--- src/rtl/serial_transmitter_if.sv ---
// Byte-producer handshake into the serial transmitter.
//   din        : byte to transmit, sampled only on an accepting edge
//   din_valid  : producer has a byte on din
//   din_ready  : transmitter holding buffer can take a byte
// The master modport is the producer side; the slave modport is the transmitter.
interface serial_transmitter_if;
    logic [7:0] din;
    logic       din_valid;
    logic       din_ready;

    modport master (output din, output din_valid, input din_ready);
    modport slave  (input din, input din_valid, output din_ready);
endinterface

--- src/rtl/serial_transmitter.sv ---
// UART-style serial transmitter running on the oversampling sample clock.
// Each line bit is held for SAMPLE_RATIO clocks; a frame is one low start bit,
// eight data bits LSB first and STOP_BITS high stop bits. A one-byte holding
// buffer lets the next byte be accepted during the current frame so frames can
// run back to back with no idle gap.
//   sample_clk : clock, SAMPLE_RATIO x baud, all logic on the rising edge
//   rst_n      : synchronous active-low reset
//   tx         : din / din_valid / din_ready handshake (slave side)
//   dout       : registered serial line, idles high
//   busy       : frame in progress or a byte waiting in the buffer
module serial_transmitter #(
    parameter int SAMPLE_RATIO = 16,
    parameter int STOP_BITS    = 1
) (
    input  logic                 sample_clk,
    input  logic                 rst_n,
    serial_transmitter_if.slave  tx,
    output logic                 dout,
    output logic                 busy
);

    typedef enum logic [1:0] {
        ST_IDLE  = 2'd0,
        ST_START = 2'd1,
        ST_DATA  = 2'd2,
        ST_STOP  = 2'd3
    } state_t;

    localparam logic [3:0] LAST_COUNT = 4'(SAMPLE_RATIO - 1);
    localparam logic       LAST_STOP  = 1'(STOP_BITS - 1);

    state_t     state_r;
    logic [3:0] count_r;
    logic [2:0] bit_idx_r;
    logic       stop_idx_r;
    logic [7:0] shift_r;
    logic [7:0] buf_r;
    logic       buf_full_r;
    logic       dout_r;

    logic       din_ready_s;
    logic       accept_s;
    logic       bit_end_s;

    // The buffer can never accept on the edge where it hands its byte to the
    // shifter, because ready is low whenever the buffer is full.
    assign din_ready_s  = rst_n && !buf_full_r;
    assign accept_s     = tx.din_valid && din_ready_s;
    assign bit_end_s    = (count_r == LAST_COUNT);
    assign tx.din_ready = din_ready_s;
    assign dout         = dout_r;
    assign busy         = (state_r != ST_IDLE) || buf_full_r;

    // Holding buffer, bit timing and line FSM; dout is the registered line value.
    always_ff @(posedge sample_clk) begin
        if (!rst_n) begin
            state_r    <= ST_IDLE;
            count_r    <= 4'd0;
            bit_idx_r  <= 3'd0;
            stop_idx_r <= 1'b0;
            shift_r    <= 8'd0;
            buf_r      <= 8'd0;
            buf_full_r <= 1'b0;
            dout_r     <= 1'b1;
        end else begin
            if (accept_s) begin
                buf_r      <= tx.din;
                buf_full_r <= 1'b1;
            end

            case (state_r)
                ST_IDLE: begin
                    dout_r <= 1'b1;
                    if (buf_full_r) begin
                        shift_r    <= buf_r;
                        buf_full_r <= 1'b0;
                        count_r    <= 4'd0;
                        dout_r     <= 1'b0;
                        state_r    <= ST_START;
                    end else begin
                        count_r    <= 4'd0;
                    end
                end

                ST_START: begin
                    if (bit_end_s) begin
                        count_r   <= 4'd0;
                        bit_idx_r <= 3'd0;
                        dout_r    <= shift_r[0];
                        state_r   <= ST_DATA;
                    end else begin
                        count_r   <= count_r + 4'd1;
                    end
                end

                ST_DATA: begin
                    if (bit_end_s) begin
                        count_r <= 4'd0;
                        if (bit_idx_r == 3'd7) begin
                            stop_idx_r <= 1'b0;
                            dout_r     <= 1'b1;
                            state_r    <= ST_STOP;
                        end else begin
                            bit_idx_r  <= bit_idx_r + 3'd1;
                            dout_r     <= shift_r[bit_idx_r + 3'd1];
                        end
                    end else begin
                        count_r <= count_r + 4'd1;
                    end
                end

                ST_STOP: begin
                    if (bit_end_s) begin
                        count_r <= 4'd0;
                        if (stop_idx_r == LAST_STOP) begin
                            // Chain straight into the next start bit when a byte waits.
                            if (buf_full_r) begin
                                shift_r    <= buf_r;
                                buf_full_r <= 1'b0;
                                dout_r     <= 1'b0;
                                state_r    <= ST_START;
                            end else begin
                                dout_r     <= 1'b1;
                                state_r    <= ST_IDLE;
                            end
                        end else begin
                            stop_idx_r <= stop_idx_r + 1'b1;
                        end
                    end else begin
                        count_r <= count_r + 4'd1;
                    end
                end

                default: begin
                    count_r <= 4'd0;
                    dout_r  <= 1'b1;
                    state_r <= ST_IDLE;
                end
            endcase
        end
    end

endmodule

--- src/flat_wrapper.sv ---
// flat-port wrapper written by rule: the top's interface ports become plain ports
module serial_transmitter_flat 
#(
    parameter int SAMPLE_RATIO = 16,
    parameter int STOP_BITS    = 1
)
  (sample_clk, rst_n, dout, busy, tx_din, tx_din_valid, tx_din_ready);
  serial_transmitter_if tx_i ();
  input  logic sample_clk;
  input  logic rst_n;
  output logic dout;
  output logic busy;
  input wire logic [$bits(tx_i.din)-1:0] tx_din;
  input wire logic [$bits(tx_i.din_valid)-1:0] tx_din_valid;
  output wire logic [$bits(tx_i.din_ready)-1:0] tx_din_ready;
  assign tx_i.din = tx_din;
  assign tx_i.din_valid = tx_din_valid;
  assign tx_din_ready = tx_i.din_ready;
  serial_transmitter #(.SAMPLE_RATIO(SAMPLE_RATIO), .STOP_BITS(STOP_BITS)) u_core (.sample_clk(sample_clk), .rst_n(rst_n), .tx(tx_i), .dout(dout), .busy(busy));
endmodule
--- config.mk ---
export PLATFORM = sky130hd
export DESIGN_NAME = serial_transmitter_flat
export DESIGN_NICKNAME = d
export VERILOG_FILES = /design/src/rtl/serial_transmitter_if.sv /design/src/rtl/serial_transmitter.sv /design/src/flat_wrapper.sv
export SDC_FILE = /design/constraint.sdc
export NUM_CORES = 1
export LEC_CHECK = 0
export CAP_MARGIN = 20
export CORE_MARGIN = 2
export CORE_UTILIZATION = 35
export CTS_CLUSTER_SIZE = 28
export DETAILED_ROUTE_END_ITERATION = 10
export PLACE_DENSITY = 0.63
export SLEW_MARGIN = 20
export SYNTH_ARGS = -nofsm -noshare
export SYNTH_HDL_FRONTEND = slang
export SYNTH_SLANG_ARGS = --single-unit
--- constraint.sdc ---
create_clock -name sample_clk -period 4.13 [get_ports sample_clk]
set_input_delay 0.826 -clock sample_clk [delete_from_list [all_inputs] [get_ports sample_clk]]
set_output_delay 0.826 -clock sample_clk [all_outputs]
set_load 0.005 [all_outputs]
## Yosys cells after proc, flatten, opt, wreduce, memory -nomap -nowiden

Index checks and enable logic that the tools add are counted.

| operators by class | value |
|---|---|
| $lt $le $gt $ge | 1 |
| muxes and demuxes | 37 |
| add/subtract/negate cells | 3 |
| equality and inequality tests | 12 |
| reduce and logical (&&, ||, !) cells | 15 |

Operators with widths:

| operator | number |
|---|---|
| 8-bit two-way mux | 3 |
| 1-bit two-way mux | 16 |
| 8-bit one-hot mux with 2 select lines | 1 |
| 2-bit two-way mux | 6 |
| 4-bit AND reduction | 3 |
| 2-bit by 1-bit inequality test with 1-bit output, second input constant | 5 |
| 3-bit two-way mux | 3 |
| 2-bit one-hot mux with 4 select lines | 1 |
| 4-bit one-hot mux with 2 select lines | 1 |
| 2-bit nonzero test | 4 |
| 3-bit one-hot mux with 2 select lines | 1 |
| 6-bit AND reduction | 1 |
| 4-bit by 1-bit adder with 4-bit output, second input constant | 1 |
| 2-bit == test, second input constant | 2 |
| 4-bit == test, second input constant | 1 |
| 3-bit by 4-bit < comparator with 1-bit output, second input constant | 1 |
| 4-bit two-way mux | 1 |
| 2-bit inequality test, second input constant | 2 |
| 1-bit one-hot mux with 2 select lines | 2 |
| 1-bit one-hot mux with 4 select lines | 1 |
| 3-bit by 1-bit adder with 3-bit output, second input constant | 1 |
| 1-bit binary-select mux with 3-bit select | 1 |
| 3-bit == test, second input constant | 1 |
| 3-bit AND reduction | 1 |
| other kinds (7) | 8 |

| word-level totals | value |
|---|---|
| output and inout port bits | 3 |
| logic and storage cells | 76 |
| flip-flop bits (word level) | 28 |
| input port bits | 11 |

## Longest topological paths before layout

Gate-level depths: netlist of the first run.

| logic depth | value |
|---|---|
| depth after elaboration | 8 |
| depth in mapped cells | 7 |
| gate-level depth less buffers | 6 |

## Least setup slack after synthesis of the first run

OpenSTA, ideal clock, no wires.

| timing | value |
|---|---|
| kind | input to output |
| from | input port rst_n |
| to | output port tx_din_ready |
| arrival time | 1.149 ns |
| data required time | 3.304 ns |
| buffers on the path | 1 |
| setup slack | 2.155 ns |
| stages on the path | 2 |
| cells stage by stage | buf_2 > nor2b_1 |

| between the ends | value |
|---|---|
| word-level cells in the longest chain between the ends | 1 |

Ends and longest elaborated chain:

| what | RTL line | RTL |
|---|---|---|
| start: declaration | flat_wrapper.sv:10 | `input logic rst_n;` |
| 1-bit logical AND | serial_transmitter.sv:47 | `assign din_ready_s = rst_n && !buf_full_r;` |
| end: declaration | flat_wrapper.sv:15 | `output wire logic [$bits(tx_i.din_ready)-1:0] tx_din_ready;` |

Every way passes these cells.

## Worst setup path after layout of the first run

Ends and elaborated chain as after synthesis.

==> results of run 1 <==
tightest hold or removal path: cells and delay by family (launching register included):
family           cells  cell delay (ns)
AND/OR/NAND/NOR      1             0.05
AO/OA/AOI/OAI        1             0.05
flip-flops           1             0.32
through the flow:
stage | power (mW) | instances | hold slack (ns) | cell area (um^2)
after floorplan | 0.481 | 137 | 0.418 | 1310
after global placement | 0.541 | 194 | 0.430 | 1480
after detailed placement | 0.549 | 194 | 0.444 | 1480
after CTS | 0.702 | 198 | 0.459 | 1530
after global routing | 0.744 | 198 | 0.475 | 1530
final | 0.695 | 198 | 0.458 | 1530
path summary, 6_finish.rpt:
kind                            end
hold / removal      u_core.buf_r[6]
setup reg to reg  u_core.shift_r[4]
setup / recovery       tx_din_ready
hold reg to reg     u_core.buf_r[6]
synthesized netlist by cell type, drive strengths merged (2+ instances only):
cell type / count / area, um^2
and3: 2 / 17.5
dfxtp: 27 / 541
nand3: 2 / 15.0
buf: 3 / 20.0
nor2: 6 / 22.5
ha: 8 / 100
o21ai: 11 / 55.1
nor4: 4 / 25.0
and2: 3 / 18.8
clkbuf: 2 / 7.51
mux2i: 14 / 140
nand2: 20 / 75.1
nor2b: 13 / 81.3
inv: 6 / 22.5
power by group:
part	internal, mW	leakage [nW]	switching [mW]
logic	0.118	0.290	0.114
registers	0.290	0.220	0.0207
clock network	0.0684	0.0217	0.0834
registers in the layout, summed over array words and instances (netlist names):
signal / flops
u_core.bit_idx_r: 3
u_core.buf_full_r: 1
u_core.buf_r: 8
u_core.count_r: 4
u_core.dout: 1
u_core.shift_r: 8
u_core.state_r: 2
per-layer routing:
layer  part of all wire  up-vias  track usage
met5                  0        -            0
met4              0.012        0       0.0703
met3              0.020        2       0.0120
met2               0.47       12        0.196
met1               0.50      437        0.151
li1                   -      490            -
area by class of cell:
type,instances,area [um^2],area share
multi-input combinational,99,717,0.470
sequential,27,541,0.354
timing repair buffer,14,138,0.0902
tap,48,60.1,0.0393
clock buffer,3,41.3,0.0270
inverter,6,22.5,0.0148
clock inverter,1,7.51,0.00492
kinds of logic after synthesis:
logic type / count (synthesis) / synth area share
multiplexers: 15 / 0.124
flip-flops: 27 / 0.413
adder cells (fa/ha/maj): 8 / 0.0766
AND/OR/NAND/NOR: 56 / 0.235
XOR/XNOR: 2 / 0.0134
buffers and inverters: 11 / 0.0383
AO/OA/AOI/OAI: 18 / 0.0986
==> impl_metrics.ini, run 1 <==
[run_status]
status = finished, final reports clean

[critical_path]
critPathMaxStageDelay_ns = 0.51
r2r_cells = 6
crit_cells = 4
critPathCaptureType = output pin
cp_common_cell = clkdlybuf4s50_1
crit_fanout = 27
cp_data_arrival_time_ns = 2.21
rrSetupSlack_ns = 2.33
cp.required_ns = 3.30
worstPathCellList = clkdlybuf4s50_1 -> buf_4 -> nor2b_1 -> clkdlybuf4s50_1
crit_type = input port to output pin
startpoint_type = input port
crit_start = rst_n
critPathBufInv = 3
r2r_start = u_core.state_r[1]
slowest_stage = clkdlybuf4s50_1
critPathTopFamily = buffers and inverters

[yosys]
synth_flop_cell = dfxtp_1
synth_edf_count = 0
synthArstFlopShare = 0
ys_warn_count = 0
seq_area_frac_synth = 0.413
synthCells = 137
synth.distinct_cells = 35
syn_area_um2 = 1310
syn_nets = 156
synth-seq-cells = 27
syn_avg_cell_area_um2 = 9.54

[finish]
layout_common_cells = 27 x dfxtp_1, 20 x nand2_1, 14 x mux2i_1
final_common_cell = dfxtp_1
antennaDiodeCount = 0
drive_above_1_share = 0.0933
fin_nets = 170
fillers = 368
fin_util = 0.420
area_growth_pct = 16.7

[placement]
hpwl_um = 1710
numPortBuffers = 13
gp_congestion = 0.769
place_ws_ns = 1.08

[grt]
grt_pass1_wl_um = 4000
grt_antenna_before_repair = 0
globalRouteTotalUtil = 0.119
overflow = 0
grt_max_degree = 28
first_global_vias = 935

[timing]
timing.final.crit_share = 0.736
fin_worst_skew_ns = 0.00168
finalHoldViolCount = 0
timing.fmax_mhz = 329
rsz0062_at_grt = no
slew_viol_final = 0
tns_ns = 0
setup_viol = 0
min_period_ns = 3.04
setup_ws_ns = 1.09
tightest_slew_ns = 0.542
slew_headroom = 0.639

[floorplan]
dieWidth_um = 65.1
chipHeight_um = 65.1
initial_core_util = 0.360
core_um2 = 3630
die_area_um2 = 4240
fp-row-count = 22
num_io_pins = 14

[detailed_routing]
drt.antenna.violating_nets = 0
drc_errors = 0
routedWlPerCell_um = 11.2
vias = 941
firstDrtPassIters = 4
wl_um = 2220
drt_iter0_drc = 7
viasPerCell = 4.75

[min_path]
min_path_cells = 2
hold_path_class = register to register
worstHoldStart = u_core.buf_r[6]

[clocking]
clockBufferDepth = 2
path_clk_slew_ns = 0.09
cts.repair.resized = 0
clk_latency_ns = 0.27
numCtsBuffers = 3
post_cts_buffers = 0
clock-root-buffer = clkbuf_8
clock_sinks = 27
ctsHtreeMaxLevel = 1
cts_hold_buf = 0
cts_tree = yes

[power]
ir_worst_vdd_mv = 0.150
p_leak_nw = 0.532
p_per_area_nw_per_um2 = 455

[job]
cap_violations = 0
Note: power is estimated with default switching activity, not from simulation.
==> inputs of run 2 (changes only) <==
- clock period: 4.13 -> 3 ns (I/O delays scaled with it)
==> impl_metrics.ini, run 2 (same netlist as run 1, synthesis figures left out) <==
[run_status]
status = finished, final reports clean

[finish]
layout_common_cells = 27 x dfxtp_1, 20 x nand2_1, 14 x mux2i_1
fillers = 373
antennaDiodeCount = 0
final_cells = 198
multi_input_area_um2 = 717
register_area_um2 = 541
area_growth_pct = 16.7
largestRegisters = u_core.buf_r (8), u_core.shift_r (8), u_core.count_r (4)
final_common_cell = dfxtp_1
fin_nets = 170
drive_above_1_share = 0.0933

[detailed_routing]
wl_um = 2280
viasPerCell = 4.84
routedWlPerCell_um = 11.5
drt_iter0_drc = 14
vias = 959
drt.antenna.violating_nets = 0
met1_length_um = 1070
firstDrtPassIters = 4
route.met2.wl_um = 1120
drc_errors = 0
top_layer_used = met4
wl_met3_um = 37

[clocking]
post_cts_buffers = 0
cts.repair.resized = 0
clk_latency_ns = 0.27
ctsHtreeMaxLevel = 1
clock_sinks = 27
cts_tree = yes
numCtsBuffers = 3
cts_hold_buf = 0
path_clk_slew_ns = 0.09
clock-root-buffer = clkbuf_8
clockBufferDepth = 2

[floorplan]
dieWidth_um = 65.1
num_io_pins = 14
chipHeight_um = 65.1
die_area_um2 = 4240
initial_core_util = 0.360
core_um2 = 3630
fp-row-count = 22

[timing]
slew_viol_final = 0
timing.fmax_mhz = 417
tns_ns = 0
setup_ws_ns = 0.605
rsz0062_at_grt = no
fin_worst_skew_ns = 0.00474
min_period_ns = 2.40
timing.final.crit_share = 0.798
slew_headroom = 0.616
setup_viol = 0
tightest_slew_ns = 0.576
finalHoldViolCount = 0

[critical_path]
crit_fanout = 2
crit_type = input port to output pin
crit_start = rst_n
startpoint_type = input port
cp_data_arrival_time_ns = 1.80
r2r_start = u_core.state_r[0]
critPathCaptureType = output pin
cp.required_ns = 2.40

[placement]
gp_congestion = 0.769
hpwl_um = 1750
placedCellCount = 194
numPortBuffers = 13
place_ws_ns = 0.605

[grt]
overflow = 0
grt_max_degree = 27
first_global_vias = 973
grt_pass1_wl_um = 4120
grt_antenna_before_repair = 0
globalRouteTotalUtil = 0.124

[power]
p_per_area_nw_per_um2 = 631
ir_worst_vdd_mv = 0.275
p_leak_nw = 0.532

[job]
cap_violations = 0

[min_path]
worstHoldStart = u_core.count_r[0]
hold_path_class = register to register
==> run 2: cell counts in the layout (fill, tap and decap cells not counted) <==
Identical to the previous run, type by type.
==> run 2: cell type report <==
class / instances / area share
clock buffer: 3 / 0.0270
clock inverter: 1 / 0.00492
inverter: 6 / 0.0148
multi-input combinational: 99 / 0.470
sequential: 27 / 0.354
tap: 48 / 0.0393
timing repair buffer: 14 / 0.0902
==> run 2: worst paths after layout <==
| path | end | slack (ns) | depth (start not counted) |
|---|---|---|---|
| max | tx_din_ready | 0.60 | 3 |
| min reg2reg | u_core.count_r[0] | 0.45 | 1 |
| max reg2reg | u_core.shift_r[0] | 1.20 | 6 |
| min | u_core.count_r[0] | 0.45 | 1 |
==> run 2: metal layers <==
metal | vias to the layer above | track usage
li1 | 492 | -
met4 | 0 | 0.0625
met1 | 449 | 0.141
met3 | 5 | 0.0103
met5 | - | 0
met2 | 13 | 0.231
==> run 2: per-stage QoR <==
stage | total power, mW | util | hold WS, ns | cell area (um^2)
2_1_floorplan | 0.662 | - | 0.418 | 1310
3_3_place_gp | 0.748 | 0.407 | 0.432 | 1480
3_5_place_dp | 0.762 | 0.407 | 0.443 | 1480
4_1_cts | 0.974 | 0.420 | 0.457 | 1530
5_1_grt | 1.03 | 0.420 | 0.484 | 1530
6_report | 0.962 | 0.420 | 0.451 | 1530
==> run 2: worst max-delay path: stages <==
cell and delay (ns):
clkdlybuf4s50_1 0.48, nor2b_1 0.19, clkdlybuf4s50_1 0.53
==> run 2: power by group <==
| part | internal, mW | total (mW) | switching, mW |
|---|---|---|---|
| Sequential | 0.400 | 0.428 | 0.0280 |
| Clock | 0.0943 | 0.211 | 0.117 |
| Combinational | 0.162 | 0.323 | 0.161 |
==> inputs of run 3 (changes only) <==
- clock period: 3 -> 2.45 ns (I/O delays scaled with it)
==> impl_metrics.ini, run 3 (same netlist as run 1, synthesis figures left out) <==
[finish]
register_area_um2 = 541
antennaDiodeCount = 0
fillers = 365
fin_nets = 171
final_common_cell = dfxtp_1
multi_input_area_um2 = 717
final_cell_area_um2 = 1530
largestRegisters = u_core.buf_r (8), u_core.shift_r (8), u_core.count_r (4)
drive_above_1_share = 0.0993
layout_common_cells = 27 x dfxtp_1, 20 x nand2_1, 14 x mux2i_1
area_growth_pct = 17.1

[power]
p_clk_frac = 0.217
internal_power_uw = 804
combinationalPowerShare = 0.336
p_seq_frac = 0.447
p_sw_frac = 0.316
p_per_area_nw_per_um2 = 767
p_leak_nw = 0.541
power.switching_uw = 371
ir_worst_vdd_mv = 0.360

[grt]
grt_antenna_before_repair = 0
grt_pass1_wl_um = 3840
grt_max_degree = 27
first_global_vias = 864
overflow = 0
globalRouteTotalUtil = 0.115

[run_status]
status = finished, final reports clean

[clocking]
post_cts_buffers = 0
cts_hold_buf = 0
clock_sinks = 27
clk_latency_ns = 0.28
numCtsBuffers = 3
cts.repair.resized = 0
path_clk_slew_ns = 0.09
clockBufferDepth = 2
ctsHtreeMaxLevel = 1
cts_tree = yes
clock-root-buffer = clkbuf_8

[critical_path]
critPathMaxStageDelay_ns = 0.45
rrSetupSlack_ns = 0.64
critPathBufInv = 2
startpoint_type = register
cp.required_ns = 1.96
cp_data_arrival_time_ns = 1.77
r2r_start = u_core.state_r[0]
crit_start = u_core.state_r[0]
r2r_cells = 6
worstPathCellList = inv_1 -> ha_1 -> or2b_2 -> clkdlybuf4s50_1
slowest_stage = clkdlybuf4s50_1
r2r-end = u_core.shift_r[1]
endpoint = busy
critPathCaptureType = output pin
crit_cells = 4
critPathTopFamily = buffers and inverters
crit_fanout = 5
crit_type = register to output pin

[timing]
tightest_slew_ns = 0.391
timing.final.crit_share = 0.921
setup_ws_ns = 0.194
finalHoldViolCount = 0
tns_ns = 0
setup_viol = 0
slew_viol_final = 0
slew_headroom = 0.739
rsz0062_at_grt = no
min_period_ns = 2.26
timing.fmax_mhz = 443
fin_worst_skew_ns = 0.00419

[placement]
numPortBuffers = 13
placement.cell_area_um2 = 1490
hpwl_um = 1720
place_ws_ns = 0.302
gp_congestion = 0.748

[detailed_routing]
routedWlPerCell_um = 11.2
firstDrtPassIters = 4
drt.antenna.violating_nets = 0
wl_um = 2220
drt_iter0_drc = 21
vias = 956
viasPerCell = 4.80
drc_errors = 0

[floorplan]
initial_core_util = 0.360
fp-row-count = 22
dieWidth_um = 65.1
chipHeight_um = 65.1
num_io_pins = 14
die_area_um2 = 4240
core_um2 = 3630

[job]
cap_violations = 0

[min_path]
hold_path_class = register to register
[run 3: per-stage QoR]
stage	std cells	hold slack, ns	power (mW)	utilization
after global placement	195	0.430	0.915	0.409
after CTS	199	0.458	1.19	0.421
final	199	0.453	1.18	0.421
after global routing	199	0.477	1.25	0.421
after detailed placement	195	0.442	0.935	0.409
after floorplan	137	0.418	0.811	-
[run 3: final cells by class]
class | instances | area share
multi-input cells | 99 | 0.468
repair buffers | 15 | 0.0948
clock buffers | 3 | 0.0270
inverters | 6 | 0.0147
well taps | 48 | 0.0392
clock inverters | 1 | 0.00327
flip-flops and latches | 27 | 0.353
[run 3: worst min path at each step]
stage                     cells after the start                 to               from  slack, ns
after floorplan                               1  u_core.count_r[0]  u_core.count_r[0]       0.42
after global routing                          2    u_core.buf_r[1]    u_core.buf_r[1]       0.48
after CTS                                     2    u_core.buf_r[1]    u_core.buf_r[1]       0.46
after global placement                        1  u_core.count_r[0]  u_core.count_r[0]       0.43
final                                         1  u_core.count_r[0]  u_core.count_r[0]       0.45
after detailed placement                      1  u_core.count_r[0]  u_core.count_r[0]       0.44
[run 3: routing by layer]
metal | up-vias | track usage | part of all wire
met4 | 0 | 0.0625 | 0.025
li1 | 496 | - | -
met2 | 13 | 0.187 | 0.48
met5 | - | 0 | 0
met3 | 5 | 0.0154 | 0.022
met1 | 442 | 0.150 | 0.48
[run 3: power by group through the flow]
stage	Combinational [mW]	Clock [mW]	Sequential, mW
after floorplan	0.284	0	0.527
after global placement	0.382	0	0.533
after detailed placement	0.399	0	0.536
after CTS	0.399	0.261	0.526
after global routing	0.432	0.283	0.533
final	0.395	0.255	0.525
